File: config.mk
export PLATFORM = sky130hd
export DESIGN_NAME = dot_product_seq
export DESIGN_NICKNAME = d
export VERILOG_FILES = /design/src/rtl/dot_product_seq.sv
export SDC_FILE = /design/constraint.sdc
export NUM_CORES = 1
export LEC_CHECK = 0
export ABC_AREA = 0
export BUFFER_PORTS_ARGS = -buffer_cell sky130_fd_sc_hd__clkbuf_2
export CELL_PAD_IN_SITES_DETAIL_PLACEMENT = 1
export CELL_PAD_IN_SITES_GLOBAL_PLACEMENT = 2
export CORE_ASPECT_RATIO = 1.4
export CORE_MARGIN = 5
export CORE_UTILIZATION = 33
export CTS_BUF_LIST = sky130_fd_sc_hd__clkbuf_16
export DETAILED_ROUTE_END_ITERATION = 12
export PLACE_DENSITY_LB_ADDON = 0.1
export SYNTH_ARGS = -nofsm -noshare
export SYNTH_HDL_FRONTEND = slang
export SYNTH_SLANG_ARGS = --single-unit
File: constraint.sdc
create_clock -name clk -period 2.6 [get_ports clk]
set_input_delay 0 -clock clk [delete_from_list [all_inputs] [get_ports clk]]
set_output_delay 0 -clock clk [all_outputs]
set_load 0.02 [all_outputs]
File: src/rtl/dot_product_seq.sv
// rtl/dot_product_seq.sv - signed dot-product sequencer feeding an iterative 8x8 multiplier
//
// Accepts signed 8-bit operand pairs on a valid/ready stream, issues each pair to
// an external iterative multiplier, accumulates the signed 16-bit products and
// reports one result per vector (vector end marked by in_last).
//
// Ports:
//   clk, rst          clock; synchronous active-high reset
//   in_valid/in_ready operand pair handshake (ready only in IDLE)
//   in_a, in_b        signed operands
//   in_last           pair closes its vector
//   mul_start         one-cycle start pulse to the multiplier
//   mul_a, mul_b      operands to the multiplier, stable while mul_start is high
//   mul_product       signed product from the multiplier
//   mul_ready         multiplier result valid
//   acc_out           signed result of the last completed vector (held)
//   acc_valid         one-cycle pulse when the result outputs update
//   acc_len           number of pairs accumulated into acc_out (wraps at 256)
//   acc_ovf           signed overflow happened in that vector
//   acc_err           vector aborted by multiplier timeout

module dot_product_seq #(
    parameter int ACC_W   = 24,
    parameter int TIMEOUT = 32
) (
    input  logic             clk,
    input  logic             rst,
    input  logic             in_valid,
    output logic             in_ready,
    input  logic [7:0]       in_a,
    input  logic [7:0]       in_b,
    input  logic             in_last,
    output logic             mul_start,
    output logic [7:0]       mul_a,
    output logic [7:0]       mul_b,
    input  logic [15:0]      mul_product,
    input  logic             mul_ready,
    output logic [ACC_W-1:0] acc_out,
    output logic             acc_valid,
    output logic [7:0]       acc_len,
    output logic             acc_ovf,
    output logic             acc_err
);

    // The counter must be able to hold both TIMEOUT and the ignore threshold of 2.
    localparam int CNT_W = (TIMEOUT < 3) ? 2 : $clog2(TIMEOUT + 1);

    typedef enum logic [2:0] {
        IDLE,
        ISSUE,
        WAIT,
        ACCUM,
        DONE
    } state_t;

    state_t             state_q, state_d;
    logic [7:0]         op_a_q, op_a_d;
    logic [7:0]         op_b_q, op_b_d;
    logic               last_q, last_d;
    logic               mul_start_q, mul_start_d;
    logic [7:0]         mul_a_q, mul_a_d;
    logic [7:0]         mul_b_q, mul_b_d;
    logic [CNT_W-1:0]   wait_cnt_q, wait_cnt_d;
    logic [15:0]        prod_q, prod_d;
    logic [ACC_W-1:0]   acc_q, acc_d;
    logic [7:0]         len_q, len_d;
    logic               ovf_q, ovf_d;
    logic               err_q, err_d;
    logic [ACC_W-1:0]   acc_out_q, acc_out_d;
    logic               acc_valid_q, acc_valid_d;
    logic [7:0]         acc_len_q, acc_len_d;
    logic               acc_ovf_q, acc_ovf_d;
    logic               acc_err_q, acc_err_d;

    logic [ACC_W-1:0]   prod_ext;
    logic [ACC_W-1:0]   acc_sum;
    logic               sum_ovf;

    // Product sign-extended to the accumulator width; the sum wraps naturally.
    assign prod_ext = {{(ACC_W-16){prod_q[15]}}, prod_q};
    assign acc_sum  = acc_q + prod_ext;
    // Overflow: addends agree in sign but the wrapped sum does not.
    assign sum_ovf  = (acc_q[ACC_W-1] == prod_ext[ACC_W-1]) &&
                      (acc_sum[ACC_W-1] != acc_q[ACC_W-1]);

    always_comb begin
        state_d     = state_q;
        op_a_d      = op_a_q;
        op_b_d      = op_b_q;
        last_d      = last_q;
        mul_start_d = 1'b0;
        mul_a_d     = mul_a_q;
        mul_b_d     = mul_b_q;
        wait_cnt_d  = wait_cnt_q;
        prod_d      = prod_q;
        acc_d       = acc_q;
        len_d       = len_q;
        ovf_d       = ovf_q;
        err_d       = err_q;
        acc_out_d   = acc_out_q;
        acc_valid_d = 1'b0;
        acc_len_d   = acc_len_q;
        acc_ovf_d   = acc_ovf_q;
        acc_err_d   = acc_err_q;

        case (state_q)
            IDLE: begin
                if (in_valid) begin
                    op_a_d  = in_a;
                    op_b_d  = in_b;
                    last_d  = in_last;
                    state_d = ISSUE;
                end
            end
            ISSUE: begin
                mul_start_d = 1'b1;
                mul_a_d     = op_a_q;
                mul_b_d     = op_b_q;
                wait_cnt_d  = '0;
                state_d     = WAIT;
            end
            WAIT: begin
                // The first two WAIT edges see the multiplier's capture edge and
                // possibly a ready left over from the previous product.
                if ((wait_cnt_q >= CNT_W'(2)) && mul_ready) begin
                    prod_d  = mul_product;
                    state_d = ACCUM;
                end else if (wait_cnt_q == CNT_W'(TIMEOUT)) begin
                    err_d   = 1'b1;
                    state_d = DONE;
                end else begin
                    wait_cnt_d = wait_cnt_q + CNT_W'(1);
                end
            end
            ACCUM: begin
                acc_d = acc_sum;
                len_d = len_q + 8'd1;
                if (sum_ovf) begin
                    ovf_d = 1'b1;
                end
                state_d = last_q ? DONE : IDLE;
            end
            DONE: begin
                acc_out_d   = acc_q;
                acc_len_d   = len_q;
                acc_ovf_d   = ovf_q;
                acc_err_d   = err_q;
                acc_valid_d = 1'b1;
                acc_d       = '0;
                len_d       = '0;
                ovf_d       = 1'b0;
                err_d       = 1'b0;
                state_d     = IDLE;
            end
            default: begin
                state_d = IDLE;
            end
        endcase
    end

    always_ff @(posedge clk) begin
        if (rst) begin
            state_q     <= IDLE;
            op_a_q      <= '0;
            op_b_q      <= '0;
            last_q      <= 1'b0;
            mul_start_q <= 1'b0;
            mul_a_q     <= '0;
            mul_b_q     <= '0;
            wait_cnt_q  <= '0;
            prod_q      <= '0;
            acc_q       <= '0;
            len_q       <= '0;
            ovf_q       <= 1'b0;
            err_q       <= 1'b0;
            acc_out_q   <= '0;
            acc_valid_q <= 1'b0;
            acc_len_q   <= '0;
            acc_ovf_q   <= 1'b0;
            acc_err_q   <= 1'b0;
        end else begin
            state_q     <= state_d;
            op_a_q      <= op_a_d;
            op_b_q      <= op_b_d;
            last_q      <= last_d;
            mul_start_q <= mul_start_d;
            mul_a_q     <= mul_a_d;
            mul_b_q     <= mul_b_d;
            wait_cnt_q  <= wait_cnt_d;
            prod_q      <= prod_d;
            acc_q       <= acc_d;
            len_q       <= len_d;
            ovf_q       <= ovf_d;
            err_q       <= err_d;
            acc_out_q   <= acc_out_d;
            acc_valid_q <= acc_valid_d;
            acc_len_q   <= acc_len_d;
            acc_ovf_q   <= acc_ovf_d;
            acc_err_q   <= acc_err_d;
        end
    end

    // Ready is gated by rst so nothing appears acceptable while reset is held.
    assign in_ready  = (state_q == IDLE) && !rst;
    assign mul_start = mul_start_q;
    assign mul_a     = mul_a_q;
    assign mul_b     = mul_b_q;
    assign acc_out   = acc_out_q;
    assign acc_valid = acc_valid_q;
    assign acc_len   = acc_len_q;
    assign acc_ovf   = acc_ovf_q;
    assign acc_err   = acc_err_q;

endmodule

# After elaboration in Yosys (flattened, before gate mapping)
# Cells that the tools add are included.
[totals] reg_bits=128 inputBits=37 output_inout_bits=53
[op_classes] n_addsub=3 order_cmp=1 n_eq_ne=13 n_mux=17 n_reduce_logical=14
[ops] operator="$pmux W24 S2" count=1
[ops] operator="$add A24 B24 Y24" count=1
[ops] operator="$pmux W8 S2" count=1
[ops] operator="$mux W3" count=4
[ops] operator="$mux W6" count=2
[ops] operator="$pmux W3 S4" count=1
[ops] operator="$pmux W6 S2" count=1
[ops] operator="$ne A2 B2 Y1 const B" count=5
[ops] operator="$add A8 B1 Y8 const B" count=1
[ops] operator="$reduce_and A2 Y1" count=4
[ops] operator="$add A6 B1 Y6 const B" count=1
[ops] operator="$eq A3 B2 Y1 const B" count=2
[ops] operator="$eq A6 B6 Y1 const B" count=1
[ops] operator="$ge A6 B2 Y1 const B" count=1
[ops] operator="$reduce_and A3 Y1" count=2
[ops] operator="$reduce_bool A2 Y1" count=3
[ops] operator="$mux W1" count=5
[ops] operator="$pmux W1 S2" count=2
[ops] operator="$eq A3 B1 Y1 const B" count=1
[ops] operator="$eq A3 B3 Y1 const B" count=1
[ops] operator="$logic_and A1 B1 Y1" count=3
[ops] operator="$logic_not A3 Y1" count=1
[ops] operator="$ne A3 B3 Y1 const B" count=1
[ops] operator="$eq A1 B1 Y1" count=1
[ops] operator="2 further kinds" count=2

# Logic depth before layout (Yosys ltp)
[depth] ltp_word=5 ltp_mapped=11 ltp_nobuf=11

# Worst setup path after synthesis
# Ideal clock, no wire load.
[synth_timing] kind="flip-flop to flip-flop" from="reg prod_q[15]" to="reg acc_q[23]" setup_ns=0.123 arrival_ns=2.202 required_time_ns=2.477 path_slack_ns=0.275 path_stages_with_launch=10 period_less_slack_ns=2.325 path_cell_list="dfxtp_1 > ha_1 > a21oi_1 > o21ai_0 > a2111o_1 > a31oi_1 > o21ai_2 > xnor2_2 > a21oi_1 > o22ai_1"
[synth_between] elab_chain_cells=2
[synth_rtl] item="start: declaration" line_no="64" text="logic [15:0] prod_q, prod_d;"
[synth_rtl] item="start signal: assignment" line_no="190" text="prod_q <= prod_d;"
[synth_rtl] item="$add A24 B24 Y24" line_no="81" text="assign acc_sum = acc_q + prod_ext;"
[synth_rtl] item="$pmux W24 S2" line_no="106" text="case (state_q)"
[synth_rtl] item="end signal: assignment" line_no="172" text="acc_q <= '0;"
[synth_rtl] item="end signal: assignment" line_no="191" text="acc_q <= acc_d;"
[synth_rtl] item="end: declaration" line_no="65" text="logic [ACC_W-1:0] acc_q, acc_d;"
# No other way between the ends.
# A chain may end at the register's enable or synchronous reset.

# Worst setup path in the final report
[layout_timing] from="reg acc_q[0]" to="reg acc_q[22]"
[layout_between] elab_chain_cells=2
[layout_rtl] item="$add A24 B24 Y24" line_no="81"
[layout_rtl] item="$pmux W24 S2" line_no="106"
# No other way between the ends.

==> metrics.md <==
| Metric | Value |
|---|---|
| Most common cell after layout, fill and taps aside | nand2_1 |
| Series of cell instances along the critical path | ha_1 -> inv_1 -> fa_1 -> nor2b_1 -> o21bai_1 -> a21boi_1 -> o21a_2 -> a21o_1 -> a41oi_2 -> xnor2_1 -> a22o_1 |
| Hold depth | 4 |
| Internal Power | 3780 µW |
| CP Capture Type | flip-flop |
| CP delay by family, top | compound AO/OA/AOI/OAI gates |
| Primary flip-flop cell chosen by synthesis mapping | dfxtp_1 |
| Total routed wirelength | approximately 17000 µm |
| Worst Setup Start Kind | flip-flop |
| Clock Tree Root | clkbuf_16 |
| Crit Reg-Reg Endpoint | acc_q[22]$_SDFFE_PP0P_ |
| Final Net Count | about 890 |
| Worst Setup SP | acc_q[0]$_SDFFE_PP0P_ |
| Data arrival time of the critical path | 2.79 ns |
| Mapped Area | slightly below 6000 µm² |
| Number of antenna violations at the first check in global routing | 0 |
| Buffers from clock root to sink, at most | 2 |
| Final number of hold-violating endpoints | 0 |
| Global route total overflow | 0 |
| Portion of total power attributed to combinational logic | 4.5% |
| Avg Cell Area, Syn | 8.27 µm² |
| Number of max-slew violations in the final report | 0 |
| Fraction of the cycle the final worst path needs | 94.8% |
| Worst-case reg-to-reg path depth | 11 |
| HPWL after detailed placement | approximately 12000 µm |
| Peak supply drop | ~330 µV |
| Worst setup path endpoint | acc_q[22]$_SDFFE_PP0P_ |
| Clock transition at the registers of the reported paths | ~0.060 ns |
| Post-synth ARST share | 0% |
| Count of synthesis-stage warnings from yosys | 0 |
| Global-route usage over all layers | around 17% |
| Type of the setup path with the least slack | flip-flop to flip-flop |
| Area growth syn-to-layout | 30.1% |
| Slack of the worst reg-to-reg path | roughly 0.13 ns |
| Routability-driven placement congestion ratio | around 0.8 |
| Remaining max-slew budget at the tightest pin | between 30 and 40% |
| Detailed-route wire length per cell | 16.0 µm |
| Register share of total power | 41.4% |
| Total power density per cell area | around 640 nW/µm² |
| Buffers plus inverters on the worst setup path | 1 |
| Standby leakage power | around 0.0033 µW |
| Number of optimization iterations in the first detailed-route pass | 4 |
| Minimum setup slack after placement | 0.0281 ns |
| Maximum Capacitance Violations | 0 |
| Wire length of the first global-routing pass | 28500 µm |
| Critical path depth | 11 |
| Number of buffer cells added on primary ports | between 80 and 90 |
| Worst-Margin Slew | around 0.9 ns |
| DIE HEIGHT | between 150 and 200 µm |
| CP Max Fanout | 5 |
| Total clock sinks | 128 |
| Share of total power in the clock network | a little over half |
| Part of the Yosys area used for sequential elements | between 40% and 50% |
| Number of global-route vias before repair | 5686 |
| Total clock buffers created by CTS | 17 |
| Antenna cell count | 0 |
| Hold/Removal Path Class | input pin to flip-flop |
| Commonest cells after routing, fill and taps aside | nand2_1 (167), dfxtp_1 (127), a21oi_1 (99) |
| Biggest cell delay along the critical path | 0.40 ns |
| Area used by multi-input combinational logic | ~3000 µm² |
| Setup Buffers After CTS | 0 |
| Non-filler cells in the finished layout | 1074 |
| Synthesized instance count | ~700 |
| Area used by sequential logic in the layout | 2560 µm² |
| Standard-cell row count | 57 |
| CTS tree | done |
| Syn nets | ~770 |
| Shortest period the worst path allows | ~2.5 ns |
| Ratio of routed vias to standard cells | approximately 5.0 |
| Cell total after placement | between 1000 and 1500 |
| Switching share of total power | between 20 and 25% |
| Worst skew pair latency | between 0.4 and 0.5 ns |
| Worst clock skew | approximately 0.013 ns |
| Proportion of layout cells with a drive suffix above 1 | a little under a fifth |
| Post-route DRC | 0 |
| Overall die area | 20400 µm² |
| Total via count after detailed routing | roughly 5400 |
| DIE WIDTH | ~120 µm |
| Number of ports placed on the die boundary | 90 |
| Initial Util | around a third |
| Slowest stage cell, crit path | fa_1 |
| Count of nets left with antenna violations after detail routing | 0 |
| Switch Pwr | around 1100 µW |
| H-Tree Level Count | 4 |
| Result of the run | finished clean |
| FF+latch count, synth | 128 |
| Fmax | around 410 MHz |
| Smallest setup slack after layout | roughly 0.13 ns |
| Total Negative Setup Slacks | 0 ns |
| Pin count of the biggest net entering global routing | 90 |
| Number of enable flip-flop cells after synthesis | 0 |
| Core Box Area | around 17000 µm² |
| Fill cell instance count of the final layout | 2124 |
| Number of different library cells in the post-synthesis netlist | between 50 and 60 |
| First DRT Iteration DRCs | approximately 180 |
| Final setup fails | 0 |
| Worst hold-check slack | about 0.35 ns |
| Worst EP required | 2.92 ns |
| Reg2reg start | acc_q[0]$_SDFFE_PP0P_ |
-- state kept, by name (all words and copies together), names as in the netlist, 8 cells and up --
register	cells
len_q	8
acc_q	24
op_b_q	8
acc_len	8
mul_b	8
mul_a	8
prod_q	16
op_a_q	8
acc_out	24
-- power by group through the flow --
| stage | Combinational, µW | Sequential, µW | Clock (µW) |
|---|---|---|---|
| floorplan | 102 | 2050 | 0 |
| global placement | 176 | 2050 | 0 |
| detailed placement | 180 | 2050 | 0 |
| CTS | 224 | 2010 | 2690 |
| global route | 245 | 2010 | 2790 |
| finish | 219 | 2010 | 2620 |
-- final cells by class --
cell class,instances,share of cell area (%)
Clock buffer,17,5.63
Tap cell,236,3.91
Sequential cell,128,33.9
Timing Repair Buffer,143,12.8
Multi-Input combinational cell,524,40.3
Inverter,12,0.596
Clock inverter,14,2.83
-- kinds of logic (layout without fill, tap and decap cells) --
group / Yosys count / after routing / synth area share [%]
DFF: 128 / 128 / 44.1
buffers and inverters: 50 / 186 / 3.71
and+or+nand+nor: 276 / 276 / 19.7
adders and majority gates: 28 / 28 / 6.16
muxes: 17 / 17 / 2.93
xor gates and xnor gates: 23 / 23 / 3.60
AOI/OAI and AO/OA: 180 / 180 / 19.8
-- metal layers --
metal	share of wire (%)	global-route usage [%]	up-vias	wire, µm
met3	3.9	3.73	26	670
met1	42	19.5	2547	7120
met2	53	32.4	114	9040
met5	0	0	-	0
li1	-	-	2670	-
met4	1.8	5.70	0	308
-- metrics by stage --
stage	utilization (%)	total power (µW)	cell area, µm²
6_report	43.6	4850	7550
5_1_grt	43.6	5040	7550
4_1_cts	43.5	4930	7540
3_5_place_dp	37.5	2230	6500
3_3_place_gp	37.5	2220	6500
2_1_floorplan	-	2150	5810
-- worst min path at each step --
| stage | start | endpoint | slack (ns) |
|---|---|---|---|
| 3_3_place_gp | in_b[0] | op_b_q[0]$_SDFFE_PP0P_ | 0.23 |
| 3_5_place_dp | in_a[1] | op_a_q[1]$_SDFFE_PP0P_ | 0.24 |
| 4_1_cts | in_a[1] | op_a_q[1]$_SDFFE_PP0P_ | 0.34 |
| 6_report | in_b[1] | op_b_q[1]$_SDFFE_PP0P_ | 0.35 |
| 5_1_grt | mul_product[0] | prod_q[0]$_SDFFE_PP0P_ | 0.36 |
| 2_1_floorplan | in_last | last_q$_SDFFE_PP0P_ | 0.14 |
-- tightest hold or removal path, stage by stage --
cell	delay (ns)
dlygate4sd3_1	0.53
clkbuf_2	0.10
nand2_1	0.05
a21oi_1	0.05
-- cells in the mapped netlist, types with 4 or more instances --
cell type | count | area share (%)
nand2_1 | 167 | 11
nor2_1 | 56 | 3.6
inv_1 | 12 | 0.78
or3_1 | 4 | 0.43
a21oi_1 | 99 | 8.5
a22o_1 | 10 | 1.5
xnor2_1 | 12 | 1.8
o21a_1 | 6 | 0.78
a21oi_2 | 4 | 0.60
buf_2 | 5 | 0.43
and2_1 | 4 | 0.43
and3_1 | 4 | 0.43
nand3_1 | 8 | 0.69
a22oi_1 | 9 | 1.2
buf_1 | 4 | 0.26
clkbuf_1 | 25 | 1.6
nor3_1 | 14 | 1.2
ha_1 | 27 | 5.8
a21o_1 | 12 | 1.6
a31oi_1 | 6 | 0.65
nand4_1 | 5 | 0.54
mux2i_1 | 17 | 2.9
o21ai_0 | 8 | 0.69
dfxtp_1 | 128 | 44
xor2_1 | 10 | 1.5
-- what timing repair did --
action | 4_1_cts | 5_1_grt
resized for setup | 1 | 5
setup endpoints to repair | 1 | 6
hold buffers | 40 | 0
endpoints found under the hold margin | 56 | 0
No activity file was read; power rests on OpenSTA's default activity.
